### src/rtl/key_entry_pkg.sv
// Shared key codes, state encodings and keypad map for the timer key entry path.
package key_entry_pkg;

    localparam logic [3:0] KEY_0      = 4'd0;
    localparam logic [3:0] KEY_1      = 4'd1;
    localparam logic [3:0] KEY_2      = 4'd2;
    localparam logic [3:0] KEY_3      = 4'd3;
    localparam logic [3:0] KEY_4      = 4'd4;
    localparam logic [3:0] KEY_5      = 4'd5;
    localparam logic [3:0] KEY_6      = 4'd6;
    localparam logic [3:0] KEY_7      = 4'd7;
    localparam logic [3:0] KEY_8      = 4'd8;
    localparam logic [3:0] KEY_9      = 4'd9;
    localparam logic [3:0] KEY_ENTER  = 4'd10;
    localparam logic [3:0] KEY_CLEAR  = 4'd11;
    localparam logic [3:0] KEY_IGNORE = 4'd12;
    localparam logic [3:0] KEY_NONE   = 4'd15;

    typedef enum logic [2:0] {
        ST_EMPTY,
        ST_ONE,
        ST_TWO,
        ST_SETUP,
        ST_SEND
    } entry_state_t;

    typedef enum logic {
        DB_IDLE,
        DB_HELD
    } db_state_t;

    function automatic logic [3:0] keymap(input logic [1:0] row, input logic [1:0] col);
        logic [3:0] code;
        case ({row, col})
            4'h0:    code = KEY_1;
            4'h1:    code = KEY_2;
            4'h2:    code = KEY_3;
            4'h4:    code = KEY_4;
            4'h5:    code = KEY_5;
            4'h6:    code = KEY_6;
            4'h8:    code = KEY_7;
            4'h9:    code = KEY_8;
            4'hA:    code = KEY_9;
            4'hC:    code = KEY_CLEAR;
            4'hD:    code = KEY_0;
            4'hE:    code = KEY_ENTER;
            default: code = KEY_IGNORE;
        endcase
        return code;
    endfunction

endpackage

### src/rtl/keypad_scan.sv
// 4x4 keypad row scanner with column synchronizer and full-scan debouncer.
module keypad_scan
    import key_entry_pkg::*;
#(
    parameter int SCAN_DIV = 1000,
    parameter int DEBOUNCE = 4
) (
    input  logic       clk,
    input  logic       reset,
    input  logic [3:0] col_n,
    output logic [3:0] row_n,
    output logic       key_evt,
    output logic [3:0] key_code
);

    localparam int DW = $clog2(SCAN_DIV);
    localparam int CW = $clog2(DEBOUNCE + 1);

    logic [3:0]    col_s1, col_s2;
    logic [DW-1:0] div_cnt;
    logic [1:0]    row;
    logic [1:0]    acc_hits, row_hits, base_hits, tot_hits;
    logic [3:0]    acc_code, row_code, base_code, tot_code, result;
    logic          slot_end, scan_done;

    db_state_t     db_state, db_state_d;
    logic [CW-1:0] db_cnt, db_cnt_d;
    logic [3:0]    db_code, db_code_d;
    logic          evt_d;

    assign row_n     = ~(4'b0001 << row);
    assign slot_end  = (div_cnt == DW'(SCAN_DIV - 1));
    assign scan_done = slot_end && (row == 2'd3);
    assign key_code  = db_code;

    // Hit counts saturate at 2, which stands for MULTI.
    always_comb begin
        row_hits = '0;
        row_code = KEY_NONE;
        for (int unsigned c = 0; c < 4; c++) begin
            if (!col_s2[c]) begin
                if (row_hits != 2'd2) row_hits = row_hits + 2'd1;
                if (row_code == KEY_NONE) row_code = keymap(row, 2'(c));
            end
        end
        base_hits = (row == 2'd0) ? 2'd0 : acc_hits;
        base_code = (row == 2'd0) ? KEY_NONE : acc_code;
        tot_hits  = (base_hits + row_hits > 2'd2) ? 2'd2 : base_hits + row_hits;
        tot_code  = (base_hits == 2'd0) ? row_code : base_code;
        result    = (tot_hits == 2'd1) ? tot_code : KEY_NONE;
    end

    always_ff @(posedge clk) begin
        if (reset) begin
            col_s1   <= '0;
            col_s2   <= '0;
            div_cnt  <= '0;
            row      <= '0;
            acc_hits <= '0;
            acc_code <= KEY_NONE;
        end else begin
            col_s1 <= col_n;
            col_s2 <= col_s1;
            if (slot_end) begin
                div_cnt  <= '0;
                row      <= row + 2'd1;
                acc_hits <= tot_hits;
                acc_code <= tot_code;
            end else begin
                div_cnt <= div_cnt + DW'(1);
            end
        end
    end

    // A-D keys qualify and need a release like any key, but raise no event.
    always_comb begin
        db_state_d = db_state;
        db_cnt_d   = db_cnt;
        db_code_d  = db_code;
        evt_d      = 1'b0;
        if (scan_done) begin
            case (db_state)
                DB_IDLE: begin
                    if (result == KEY_NONE) begin
                        db_cnt_d = '0;
                    end else begin
                        db_cnt_d  = (result == db_code && db_cnt != '0) ? db_cnt + CW'(1) : CW'(1);
                        db_code_d = result;
                        if (db_cnt_d == CW'(DEBOUNCE)) begin
                            db_state_d = DB_HELD;
                            db_cnt_d   = '0;
                            evt_d      = (result != KEY_IGNORE);
                        end
                    end
                end
                DB_HELD: begin
                    if (result == KEY_NONE) begin
                        db_cnt_d = db_cnt + CW'(1);
                        if (db_cnt_d == CW'(DEBOUNCE)) begin
                            db_state_d = DB_IDLE;
                            db_cnt_d   = '0;
                        end
                    end else begin
                        db_cnt_d = '0;
                    end
                end
                default: db_state_d = DB_IDLE;
            endcase
        end
    end

    always_ff @(posedge clk) begin
        if (reset) begin
            db_state <= DB_IDLE;
            db_cnt   <= '0;
            db_code  <= KEY_NONE;
            key_evt  <= 1'b0;
        end else begin
            db_state <= db_state_d;
            db_cnt   <= db_cnt_d;
            db_code  <= db_code_d;
            key_evt  <= evt_d;
        end
    end

endmodule

### src/rtl/key_entry.sv
// Keypad front end: two-digit entry buffer and flag strobe toward the digit validator.
module key_entry
    import key_entry_pkg::*;
#(
    parameter int SCAN_DIV = 1000,
    parameter int DEBOUNCE = 4,
    parameter int FLAG_LEN = 4
) (
    input  logic       clk,
    input  logic       reset,
    input  logic [3:0] col_n,
    output logic [3:0] row_n,
    output logic [3:0] f_num,
    output logic [3:0] l_num,
    output logic       flag,
    output logic [3:0] disp_f,
    output logic [3:0] disp_l,
    output logic       busy
);

    localparam int FW = $clog2(FLAG_LEN + 1);

    logic          key_evt;
    logic [3:0]    key_code;
    entry_state_t  state, state_d;
    logic [FW-1:0] flag_cnt, flag_cnt_d;
    logic [3:0]    f_num_d, l_num_d, disp_f_d, disp_l_d;
    logic          flag_d, busy_d;

    keypad_scan #(
        .SCAN_DIV(SCAN_DIV),
        .DEBOUNCE(DEBOUNCE)
    ) u_scan (
        .clk      (clk),
        .reset    (reset),
        .col_n    (col_n),
        .row_n    (row_n),
        .key_evt  (key_evt),
        .key_code (key_code)
    );

    always_comb begin
        state_d    = state;
        flag_cnt_d = flag_cnt;
        f_num_d    = f_num;
        l_num_d    = l_num;
        disp_f_d   = disp_f;
        disp_l_d   = disp_l;
        case (state)
            ST_EMPTY, ST_ONE, ST_TWO: begin
                if (key_evt) begin
                    if (key_code == KEY_ENTER) begin
                        f_num_d = disp_f;
                        l_num_d = disp_l;
                        state_d = ST_SETUP;
                    end else if (key_code == KEY_CLEAR) begin
                        disp_f_d = '0;
                        disp_l_d = '0;
                        state_d  = ST_EMPTY;
                    end else if (key_code <= KEY_9) begin
                        if (state == ST_EMPTY) begin
                            disp_f_d = '0;
                            disp_l_d = key_code;
                            state_d  = ST_ONE;
                        end else if (state == ST_ONE) begin
                            disp_f_d = disp_l;
                            disp_l_d = key_code;
                            state_d  = ST_TWO;
                        end
                    end
                end
            end
            ST_SETUP: begin
                flag_cnt_d = '0;
                state_d    = ST_SEND;
            end
            ST_SEND: begin
                if (flag_cnt == FW'(FLAG_LEN - 1)) begin
                    disp_f_d = '0;
                    disp_l_d = '0;
                    state_d  = ST_EMPTY;
                end else begin
                    flag_cnt_d = flag_cnt + FW'(1);
                end
            end
            default: state_d = ST_EMPTY;
        endcase
        // Strobe and busy are registered from the next state so they align with it.
        flag_d = (state_d == ST_SEND);
        busy_d = (state_d == ST_SETUP) || (state_d == ST_SEND);
    end

    always_ff @(posedge clk) begin
        if (reset) begin
            state    <= ST_EMPTY;
            flag_cnt <= '0;
            f_num    <= '0;
            l_num    <= '0;
            disp_f   <= '0;
            disp_l   <= '0;
            flag     <= 1'b0;
            busy     <= 1'b0;
        end else begin
            state    <= state_d;
            flag_cnt <= flag_cnt_d;
            f_num    <= f_num_d;
            l_num    <= l_num_d;
            disp_f   <= disp_f_d;
            disp_l   <= disp_l_d;
            flag     <= flag_d;
            busy     <= busy_d;
        end
    end

endmodule

### config.mk
export PLATFORM = sky130hd
export DESIGN_NAME = key_entry
export DESIGN_NICKNAME = d
export VERILOG_FILES = /design/src/rtl/key_entry_pkg.sv /design/src/rtl/keypad_scan.sv /design/src/rtl/key_entry.sv
export SDC_FILE = /design/constraint.sdc
export NUM_CORES = 1
export LEC_CHECK = 0
export ABC_CLOCK_PERIOD_IN_PS = 6700
export BUFFER_PORTS_ARGS = -buffer_cell sky130_fd_sc_hd__buf_4
export CORE_UTILIZATION = 40
export CTS_CLUSTER_SIZE = 24
export DETAILED_ROUTE_END_ITERATION = 8
export PLACE_DENSITY_LB_ADDON = 0.3
export SETUP_SLACK_MARGIN = 0.05
export SLEW_MARGIN = 20
export SYNTH_ARGS = -nofsm -noshare
export SYNTH_HDL_FRONTEND = slang
export SYNTH_HIERARCHICAL = 1
export SYNTH_SLANG_ARGS = --single-unit
### constraint.sdc
create_clock -name clk -period 6.7 [get_ports clk]
set_input_delay 0 -clock clk [delete_from_list [all_inputs] [get_ports clk]]
set_output_delay 0 -clock clk [all_outputs]
set_load 0.01 [all_outputs]
==> flow_metrics.env <==
export IMPL_crit_family="simple AND/OR/NAND/NOR gates"
export IMPL_path_cells="inv_1 -> ha_1 -> nand2b_1 -> nand2_1 -> ha_1 -> nor2_1 -> a21oi_1 -> ha_1 -> nor2_1 -> a21o_2 -> nor4_1 -> o22ai_2 -> xor2_1 -> or2_1 -> or4_1 -> a22oi_2"
export IMPL_wl_mm=7.44
export IMPL_gp_congestion=0.829
export IMPL_ys_warn_count=6
export IMPL_slew_limit_headroom_pct=47.1
export IMPL_synthArstFlopShare_pct=0
export IMPL_drtAntennaViolNets=0
export IMPL_grt_pass1_wl_mm=12.6
export IMPL_root_buffer="clkbuf_8"
export IMPL_fill_cells=798
export IMPL_hold_class="input pin to flop"
export IMPL_syn_num_nets=415
export IMPL_slew_viol_final=0
export IMPL_crit_path_start_kind="flop"
export IMPL_clk_insertion_delay_late_ns=0.35
export IMPL_crit_buf_inv=1
export IMPL_antenna_found_initial=0
export IMPL_synth_top_cell_area_share_pct=33.8
export IMPL_grt_pass1_vias=2622
export IMPL_synth_area_leaders="dfxtp_1 34%, ha_1 6.5%, mux2i_1 5.4%"
export IMPL_skew_ns=0.00747
export IMPL_drive_above_1_share_pct=18.2
export IMPL_drtIter0Drc=231
export IMPL_fin_crit_ns=3.69
export IMPL_cp_end_kind="flop"
export IMPL_path_max_fanout=13
export IMPL_synth_ff_type="dfxtp_1"
export IMPL_yosysTopAreaCell="dfxtp_1"
export IMPL_yosysSeqAreaShare_pct=33.8
export IMPL_grt_overflow=0
export IMPL_slowest_delay_ns=0.57
export IMPL_max_freq_mhz=271
export IMPL_vias=2903
export IMPL_crit_type="flop to flop"
export IMPL_synth_most_common_cell="dfxtp_1"
export IMPL_multi_input_area_mm2=0.00211
export IMPL_die_h_um=95.4
export IMPL_timing_critical_path_mode_cell="ha_1"
export IMPL_coreArea_mm2=0.00834
export IMPL_ff_latch_area_mm2=0.00118
export IMPL_finalSetupViolCount=0
export IMPL_ir_worst_vdd_mv=0.197
export IMPL_grt_setup_unrepaired="false"
export IMPL_synth_seq_cells=59
export IMPL_hold_viol=0
export IMPL_power_density_mw_per_mm2=198
export IMPL_die_width_um=95.4
export IMPL_drc=0
export IMPL_nets=441
export IMPL_num_antenna_cells=0
export IMPL_cp_required_ns=6.98
export IMPL_die_area_mm2=0.00910
export IMPL_synthTopCellsByCount="59 x dfxtp_1, 36 x nor2_1, 29 x nand2_1, 21 x inv_1"
export IMPL_synth_edf_count=0
export IMPL_cts_sinks=59
export IMPL_cts_inserted_buffers=9
export IMPL_via_per_inst=5.51
export IMPL_syn_area_mm2=0.00349
export IMPL_clk_pin_slew_ns=0.07
export IMPL_initial_core_util_pct=41.8
export IMPL_cts_buffer_depth=2
export IMPL_grt_max_degree=48
export IMPL_maxCapViolations=0
export IMPL_whs_ns=0.0928
export IMPL_syn2layout_area_growth_pct=14.3
export IMPL_io_buffers=27
export IMPL_post_route_period_util_pct=55.1
export IMPL_finalSetupTns_ns=0
export IMPL_grt_usage_pct=17.8
export IMPL_worstPathArrival_ns=3.97
export IMPL_dp_hpwl_mm=5.34
export IMPL_slowest_stage="dfxtp_1"
export IMPL_synth_cells=391
export IMPL_cts_max_level=3
export IMPL_status="complete, no violations"
export IMPL_cts_tree="built"
export IMPL_cts_resized=0
export IMPL_routedWlPerCell_um=14.1
export IMPL_row_count=33
export IMPL_synth_cell_type_count=80
export IMPL_syn_avg_cell_area_um2=8.92
export IMPL_p_leak_uw=0.00153
export IMPL_dr_pass1_iters=4
export IMPL_worst_slew_pin_slew_ns=0.786
export IMPL_num_io_pins=28
## final timing paths
| kind | from | to | slack [ns] | cells past startpoint |
|---|---|---|---|---|
| setup / recovery | u_scan/col_s2[1] | u_scan/db_state | 3.01 | 16 |
| hold / removal | reset | f_num[3] | 0.09 | 2 |
| setup reg to reg | u_scan/col_s2[1] | u_scan/db_state | 3.01 | 16 |
| hold reg to reg | u_scan/col_s1[3] | u_scan/col_s2[3] | 0.44 | 1 |
## logic make-up after synthesis
family	synth area share [%]
adder cells (fa/ha/maj)	6.45
buffers and inverters	5.66
AND/OR/NAND/NOR	25.4
XOR/XNOR	3.01
flip-flops	33.8
multiplexers	5.45
AO/OA/AOI/OAI	20.2
## placed cells by master, fill, tap and decap left out, types with 3 or more instances in the layout
cell type / instances
or2b_2: 4
xor2_1: 6
nor3_1: 10
a311o_1: 3
a211o_1: 3
dlygate4sd3_1: 4
dfxtp_1: 59
nand3b_1: 4
o21bai_1: 4
mux2i_1: 19
and3_1: 3
or2_1: 3
o31ai_1: 3
a21o_1: 3
nand2b_1: 6
a31oi_1: 4
nor2_1: 36
or3_1: 4
buf_4: 27
o21ai_0: 10
inv_1: 21
a211oi_1: 3
ha_1: 18
a21oi_1: 19
nand2_1: 29
bufinv_16: 3
nor4_1: 6
nor2b_1: 12
xnor2_1: 6
clkbuf_8: 9
nand3_1: 15
## timing repair
item	4_1_cts	5_1_grt
hold buffers	4	0
endpoints found under the hold margin	4	0
buffers inserted	0	0
## area by class of cell
type	instances	share of cell area (%)
multi-input cells	294	52.9
inverters	22	2.07
well taps	105	3.29
clock inverters	6	2.85
flip-flops and latches	59	29.6
clock buffers	10	3.20
repair buffers	31	6.08
## where the power goes
group / internal [µW] / leakage [µW] / switching (µW)
Clock: 248 / 0.000113 / 149
Sequential: 354 / 0.000478 / 4.61
Combinational: 13.9 / 0.000938 / 19.5
Total: 616 / 0.00153 / 174
## metal layers
metal | part of all wire [%] | vias to the layer above | global-route usage, % | wire length, µm
li1 | - | 1468 | - | -
met1 | 50 | 1381 | 24.2 | 3720
met2 | 45 | 43 | 26.9 | 3370
met3 | 3.1 | 11 | 4.78 | 228
met4 | 1.6 | 0 | 6.47 | 117
met5 | 0 | - | 0 | 0
## per-stage QoR
step / area [µm²] / setup slack, ns / power, µW / instances / util [%]
2_1_floorplan: 3490 / 3.44 / 393 / 391 / -
3_3_place_gp: 3710 / 3.20 / 398 / 507 / 44.5
3_5_place_dp: 3710 / 3.03 / 398 / 507 / 44.5
4_1_cts: 3990 / 3.03 / 801 / 527 / 47.8
5_1_grt: 3990 / 2.71 / 825 / 527 / 47.8
6_report: 3990 / 3.01 / 789 / 527 / 47.8
## flip-flops by register name (all words and copies together) (netlist names), 2 cells and up
signal / cells
disp_l: 4
flag_cnt: 3
u_scan/acc_hits: 2
u_scan/col_s1: 4
u_scan/row: 2
u_scan/acc_code: 4
disp_f: 4
u_scan/col_s2: 4
u_scan/db_cnt: 3
state: 3
u_scan/key_code: 4
u_scan/div_cnt: 10
f_num: 4
l_num: 4
Note: power is estimated with default switching activity, not from simulation.
